==> src/rtl/wb_snoop_pkg.sv <==
// Shared definitions for the snoop coherence blocks (responder and arbiter):
// one-hot FSM encoding, response codes, counter widths and a clog2 helper.
package wb_snoop_pkg;

    typedef enum logic [3:0] {
        ST_IDLE    = 4'b0001,
        ST_LOOKUP  = 4'b0010,
        ST_INVAL   = 4'b0100,
        ST_RESPOND = 4'b1000
    } snoop_state_e;

    localparam logic RESP_MISS = 1'b0;
    localparam logic RESP_HIT  = 1'b1;

    localparam int TMO_W  = 8;   // timeout counter width (timeout <= 255)
    localparam int STAT_W = 16;  // statistics counter width

    // Ceiling log2; clog2(1) = 0
    function automatic int clog2(input int v);
        int r;
        r = 0;
        for (int i = 0; i < 31; i++) begin
            if ((1 << i) < v) r = i + 1;
        end
        return r;
    endfunction

endpackage

==> src/rtl/wb_snoop_sat_cnt.sv <==
// Saturating up-counter: increments on inc, sticks at all-ones.
module wb_snoop_sat_cnt #(
    parameter int W = 16
) (
    input  logic         clk,
    input  logic         rst_n,
    input  logic         inc,
    output logic [W-1:0] cnt
);

    // Count up once per inc pulse, holding at the maximum value
    always_ff @(posedge clk or negedge rst_n) begin
        if (!rst_n) begin
            cnt <= '0;
        end else if (inc && (cnt != {W{1'b1}})) begin
            cnt <= cnt + W'(1);
        end
    end

endmodule

==> src/rtl/wb_snoop_responder.sv <==
// Per-core snoop responder. Accepts a poll from the snoop arbiter on a rising
// edge of poll_active_i, looks the address up in the local cache, and either
// returns the cached word (read poll) or invalidates the line (write poll).
// Self-snoops answer with a miss without touching the cache. A lookup that is
// not acknowledged within `timeout` cycles is answered with a miss.
// Optional hit/miss/timeout counters: define WB_SNOOP_RESPONDER_STATS_EN.
module wb_snoop_responder
    import wb_snoop_pkg::*;
#(
    parameter int aw        = 32,
    parameter int dw        = 32,
    parameter int num_cores = 2,
    parameter int core_id   = 0,
    parameter int timeout   = 15,
    localparam int sw       = (num_cores > 1) ? clog2(num_cores) : 1
) (
    input  logic          wb_clk_i,
    input  logic          wb_rst_ni,
    input  logic          poll_active_i,
    input  logic          snoop_we_i,
    input  logic [aw-1:0] snoop_adr_i,
    input  logic [sw-1:0] snoop_src_i,
    output logic          poll_valid_o,
    output logic          poll_response_o,
    output logic [dw-1:0] snooped_dat_o,
    output logic          cache_lkp_req_o,
    output logic [aw-1:0] cache_lkp_adr_o,
    input  logic          cache_lkp_ack_i,
    input  logic          cache_hit_i,
    input  logic [dw-1:0] cache_dat_i,
`ifdef WB_SNOOP_RESPONDER_STATS_EN
    output logic [STAT_W-1:0] stat_hit_o,
    output logic [STAT_W-1:0] stat_miss_o,
    output logic [STAT_W-1:0] stat_timeout_o,
`endif
    output logic          cache_inv_o
);

    localparam logic [sw-1:0]    SELF_ID = sw'(core_id);
    localparam logic [TMO_W-1:0] TMO_LIM = TMO_W'(timeout);

    snoop_state_e     state;
    logic             poll_q;   // previous poll level for edge detection
    logic             we_q;     // captured poll type
    logic [TMO_W-1:0] cnt;      // lookup cycles elapsed
    logic [TMO_W-1:0] cnt_nxt;

    assign cnt_nxt = cnt + TMO_W'(1);

    // Control FSM; every output is registered here
    always_ff @(posedge wb_clk_i or negedge wb_rst_ni) begin
        if (!wb_rst_ni) begin
            state           <= ST_IDLE;
            poll_q          <= 1'b0;
            we_q            <= 1'b0;
            cnt             <= '0;
            poll_valid_o    <= 1'b0;
            poll_response_o <= RESP_MISS;
            snooped_dat_o   <= '0;
            cache_lkp_req_o <= 1'b0;
            cache_lkp_adr_o <= '0;
            cache_inv_o     <= 1'b0;
        end else begin
            poll_q <= poll_active_i;
            case (state)
                ST_IDLE: begin
                    if (poll_active_i && !poll_q) begin
                        we_q <= snoop_we_i;
                        if (snoop_src_i == SELF_ID) begin
                            state           <= ST_RESPOND;
                            poll_valid_o    <= 1'b1;
                            poll_response_o <= RESP_MISS;
                            snooped_dat_o   <= '0;
                        end else begin
                            state           <= ST_LOOKUP;
                            cnt             <= '0;
                            cache_lkp_req_o <= 1'b1;
                            cache_lkp_adr_o <= snoop_adr_i;
                        end
                    end
                end
                ST_LOOKUP: begin
                    cnt <= cnt_nxt;
                    if (!poll_active_i) begin
                        // Poll withdrawn: drop the request, ignore any ack
                        state           <= ST_IDLE;
                        cache_lkp_req_o <= 1'b0;
                        cache_lkp_adr_o <= '0;
                    end else if (cache_lkp_ack_i) begin
                        // Ack takes priority over a simultaneous timeout
                        cache_lkp_req_o <= 1'b0;
                        if (!we_q) begin
                            state           <= ST_RESPOND;
                            poll_valid_o    <= 1'b1;
                            poll_response_o <= cache_hit_i ? RESP_HIT : RESP_MISS;
                            snooped_dat_o   <= cache_hit_i ? cache_dat_i : '0;
                            cache_lkp_adr_o <= '0;
                        end else if (cache_hit_i) begin
                            // Keep the address for the invalidate strobe
                            state       <= ST_INVAL;
                            cache_inv_o <= 1'b1;
                        end else begin
                            state           <= ST_RESPOND;
                            poll_valid_o    <= 1'b1;
                            poll_response_o <= RESP_MISS;
                            snooped_dat_o   <= '0;
                            cache_lkp_adr_o <= '0;
                        end
                    end else if (cnt_nxt == TMO_LIM) begin
                        state           <= ST_RESPOND;
                        cache_lkp_req_o <= 1'b0;
                        cache_lkp_adr_o <= '0;
                        poll_valid_o    <= 1'b1;
                        poll_response_o <= RESP_MISS;
                        snooped_dat_o   <= '0;
                    end
                end
                ST_INVAL: begin
                    // Single-cycle strobe; a write poll never supplies data
                    state           <= ST_RESPOND;
                    cache_inv_o     <= 1'b0;
                    cache_lkp_adr_o <= '0;
                    poll_valid_o    <= 1'b1;
                    poll_response_o <= RESP_MISS;
                    snooped_dat_o   <= '0;
                end
                ST_RESPOND: begin
                    if (!poll_active_i) begin
                        state           <= ST_IDLE;
                        poll_valid_o    <= 1'b0;
                        poll_response_o <= RESP_MISS;
                        snooped_dat_o   <= '0;
                    end
                end
                default: begin
                    state           <= ST_IDLE;
                    poll_valid_o    <= 1'b0;
                    poll_response_o <= RESP_MISS;
                    snooped_dat_o   <= '0;
                    cache_lkp_req_o <= 1'b0;
                    cache_lkp_adr_o <= '0;
                    cache_inv_o     <= 1'b0;
                end
            endcase
        end
    end

`ifdef WB_SNOOP_RESPONDER_STATS_EN
    logic ev_hit, ev_miss, ev_tmo;

    // Outcome of a non-self poll, asserted on the edge that enters RESPOND
    always_comb begin
        ev_hit  = 1'b0;
        ev_miss = 1'b0;
        ev_tmo  = 1'b0;
        if (state == ST_LOOKUP && poll_active_i) begin
            if (cache_lkp_ack_i) begin
                if (!cache_hit_i)  ev_miss = 1'b1;
                else if (!we_q)    ev_hit  = 1'b1;
            end else if (cnt_nxt == TMO_LIM) begin
                ev_tmo = 1'b1;
            end
        end else if (state == ST_INVAL) begin
            ev_hit = 1'b1;
        end
    end

    wb_snoop_sat_cnt #(.W(STAT_W)) u_stat_hit (
        .clk(wb_clk_i), .rst_n(wb_rst_ni), .inc(ev_hit), .cnt(stat_hit_o)
    );
    wb_snoop_sat_cnt #(.W(STAT_W)) u_stat_miss (
        .clk(wb_clk_i), .rst_n(wb_rst_ni), .inc(ev_miss), .cnt(stat_miss_o)
    );
    wb_snoop_sat_cnt #(.W(STAT_W)) u_stat_tmo (
        .clk(wb_clk_i), .rst_n(wb_rst_ni), .inc(ev_tmo), .cnt(stat_timeout_o)
    );
`endif

endmodule

==> config.mk <==
export PLATFORM = sky130hd
export DESIGN_NAME = wb_snoop_responder
export DESIGN_NICKNAME = d
export VERILOG_FILES = /design/src/rtl/wb_snoop_pkg.sv /design/src/rtl/wb_snoop_sat_cnt.sv /design/src/rtl/wb_snoop_responder.sv
export SDC_FILE = /design/constraint.sdc
export NUM_CORES = 1
export LEC_CHECK = 0
export BUFFER_PORTS_ARGS = -buffer_cell sky130_fd_sc_hd__buf_2
export CAP_MARGIN = 10
export CORE_MARGIN = 2
export CORE_UTILIZATION = 30
export DETAILED_ROUTE_END_ITERATION = 10
export REMOVE_ABC_BUFFERS = 1
export SKIP_LAST_GASP = 1
export SLEW_MARGIN = 20
export SYNTH_ARGS = -nofsm -noshare
export SYNTH_HDL_FRONTEND = slang
export SYNTH_HIERARCHICAL = 1
export SYNTH_SLANG_ARGS = --single-unit
==> constraint.sdc <==
create_clock -name wb_clk_i -period 2.4 [get_ports wb_clk_i]
set_input_delay 0.48 -clock wb_clk_i [delete_from_list [all_inputs] [get_ports wb_clk_i]]
set_output_delay 0.48 -clock wb_clk_i [all_outputs]
set_load 0.01 [all_outputs]
==> metrics <==
via count=between 3000 and 4000; routability congestion estimate=around 0.8; Post-Syn Area=between 3000 and 4000 sq um; Seq/Total Area, Yosys=a little under three fifths; Slew HR=between 60% and 70%; ratio of cells with drive above 1 in the final layout=roughly 35%; worst path cell trace=or4b_1 > nor3_4 > a31oi_1 > and2_1 > buf_4 > a22o_1; total CTS buffers=9; final hold vios=0; Post-CTS Setup Bufs=0; Avg WL per Cell=approximately 14 um; via/cell ratio=4.82; Final Max Tran Viols=0; Die Area=about 13000 sq um; Final Cycle Share=90.5%; Worst Path Arrival=2.39 ns; die width=~120 um; PwrDens=about 1000 nW/um^2; kind of critical path=flip-flop to flip-flop; fin cells=656; Mean Syn Cell Area=around 11 sq um; clock tree root driver cell=clkbuf_16; clock sink total=between 80 and 90; DR pass1 iterations=4; f_max=approximately 460 MHz; Ant. Diodes=0; htree depth=3; total power draw=between 0.004 and 0.005 W; Hold WC Path Type=input port to async pin; startpoint types=flip-flop; Iter 0 DRT Violations=240; Worst Tran Pin Value=~0.58 ns; HPWL after detailed placement=approximately 6300 um; Post-Synthesis Cells=346; clock-pin transition on the worst setup and hold timing paths=0.06 ns; worst path required time=around 2.6 ns; Syn-to-layout area delta=32.3%; Crit path largest cell delay=about 0.6 ns; # placed instances=640; largest net degree at the start of global routing=53; Total GRT Usage=13.9%; Initial Utilization=between 30% and 40%; RSZ-0062 raised after global routing=false; setup TNS=0 ns; EDFF count, synth=0; Final min period=~2.2 ns; Worst Clk Skew=~0.008 ns; CTS max path bufs=2; antenna-violating nets left=0; IO Pins=139; Peak VDD IR=0.000710 V; vias in the first global route=between 2000 and 3000; Final #Nets=roughly 560; most common cell after layout, fill and taps aside=buf_2; Crit Path Max Fanout=32; Slowest cell on crit path=or4b_1; Die Height=between 100 and 150 um; Post-synth top flop=dfrtp_1; row cnt=40; Async SR Flop Fraction=100%; first-pass GRT wire length=between 10000 and 15000 um; CTS tree=yes; status=complete, no violations; Core ar.=roughly 12000 sq um; # DRC=0; hold buffer count at CTS=0; final hold slack=between 0.07 and 0.08 ns; crit end category=flip-flop; Detailed Route WL=between 9000 and 10000 um; Unique masters post-synth=47; clk_lat worst skew=roughly 0.34 ns; # resized after CTS=0; Max Cap Violations=0; Yosys reg bits=82; Leak=approximately 2.4 nW; IO buf count=about 140; Layout Utilization=40.7%; Warnings, synthesis=6; initial antenna violation count=0; GR Overflow Total=0; commonest cells after routing, fill and taps aside=buf_2 (137), dfrtp_1 (81), o21ai_0 (46); Final Setup Violations=0
-- layer usage --
metal	GRT usage, %	up-vias	part of all wire [%]
met1	18.0	1490	45
met3	5.01	8	7.2
li1	-	1539	-
met4	5.30	0	1.0
met2	21.3	128	46
met5	0	-	0
-- area by class of cell --
class / instances / area [sq um]
fill: 1159 / 7160
sequential: 82 / 2050
multi-input combinational: 202 / 1380
timing repair buffer: 149 / 826
clock buffer: 11 / 233
tap: 168 / 210
inverter: 39 / 146
clock inverter: 5 / 55.1
-- worst paths after layout --
check,from,to,slack [ns],cells after the start
max,state[0],cache_lkp_adr_o[7],0.23,6
min,wb_rst_ni,snooped_dat_o[28],0.08,1
max reg2reg,state[0],cache_lkp_adr_o[7],0.23,6
min reg2reg,cache_lkp_adr_o[3],cache_lkp_adr_o[3],0.50,1
max in group asynchronous,wb_rst_ni,state[0],1.69,2
min in group wb_clk_i,poll_active_i,poll_q,0.36,1
-- power breakdown --
part	internal [W]	total (W)	switching, W
sequential	0.00167	0.00187	0.000203
clock	0.000803	0.00135	0.000548
combinational	0.000736	0.00166	0.000924
-- synthesized netlist by cell type (3+ instances only) --
cell / instances / area share (%)
a21oi_1: 4 / 0.54
a22o_1: 33 / 7.8
a22oi_1: 33 / 6.7
a31oi_1: 5 / 0.84
and2_1: 3 / 0.51
buf_2: 6 / 0.81
buf_6: 5 / 1.5
clkbuf_1: 11 / 1.1
dfrtp_1: 81 / 55
inv_1: 39 / 3.9
nand2_1: 10 / 1.0
nand3_1: 9 / 1.2
nor2_1: 11 / 1.1
nor2b_1: 4 / 0.67
o21ai_0: 47 / 6.3
o41ai_1: 3 / 0.71
-- through the flow --
stage / setup slack (ns) / instance area [sq um]
floorplan: -0.497 / 3570
global placement: 0.265 / 4620
detailed placement: 0.235 / 4620
CTS: 0.250 / 4910
global route: 0.0676 / 4910
finish: 0.227 / 4910
-- cell families (layout without fill, tap and decap cells) --
logic type	count (synthesis)	after routing	share of synthesized area, %
buffers and inverters	62	204	7.59
xor gates and xnor gates	3	3	0.709
muxes	4	4	1.15
AOI/OAI and AO/OA	142	142	26.8
adders and majority gates	2	2	0.675
DFF	82	82	55.4
and+or+nand+nor	51	51	7.70
-- flip-flops by register name, indices dropped and copies added, names as in the netlist --
name,count
snooped_dat_o,32
cache_lkp_adr_o,32
poll_q,1
poll_valid_o,1
we_q,1
cache_lkp_req_o,1
cache_inv_o,1
state,4
poll_response_o,1
cnt,8
-- worst max-delay path: cells and delay by family, from the launching register on --
kind	cells	cell delay (ns)
DFF	1	0.43
buffers and inverters	1	0.23
AOI/OAI and AO/OA	2	0.37
and+or+nand+nor	3	1.01
Note: power is estimated with default switching activity, not from simulation.
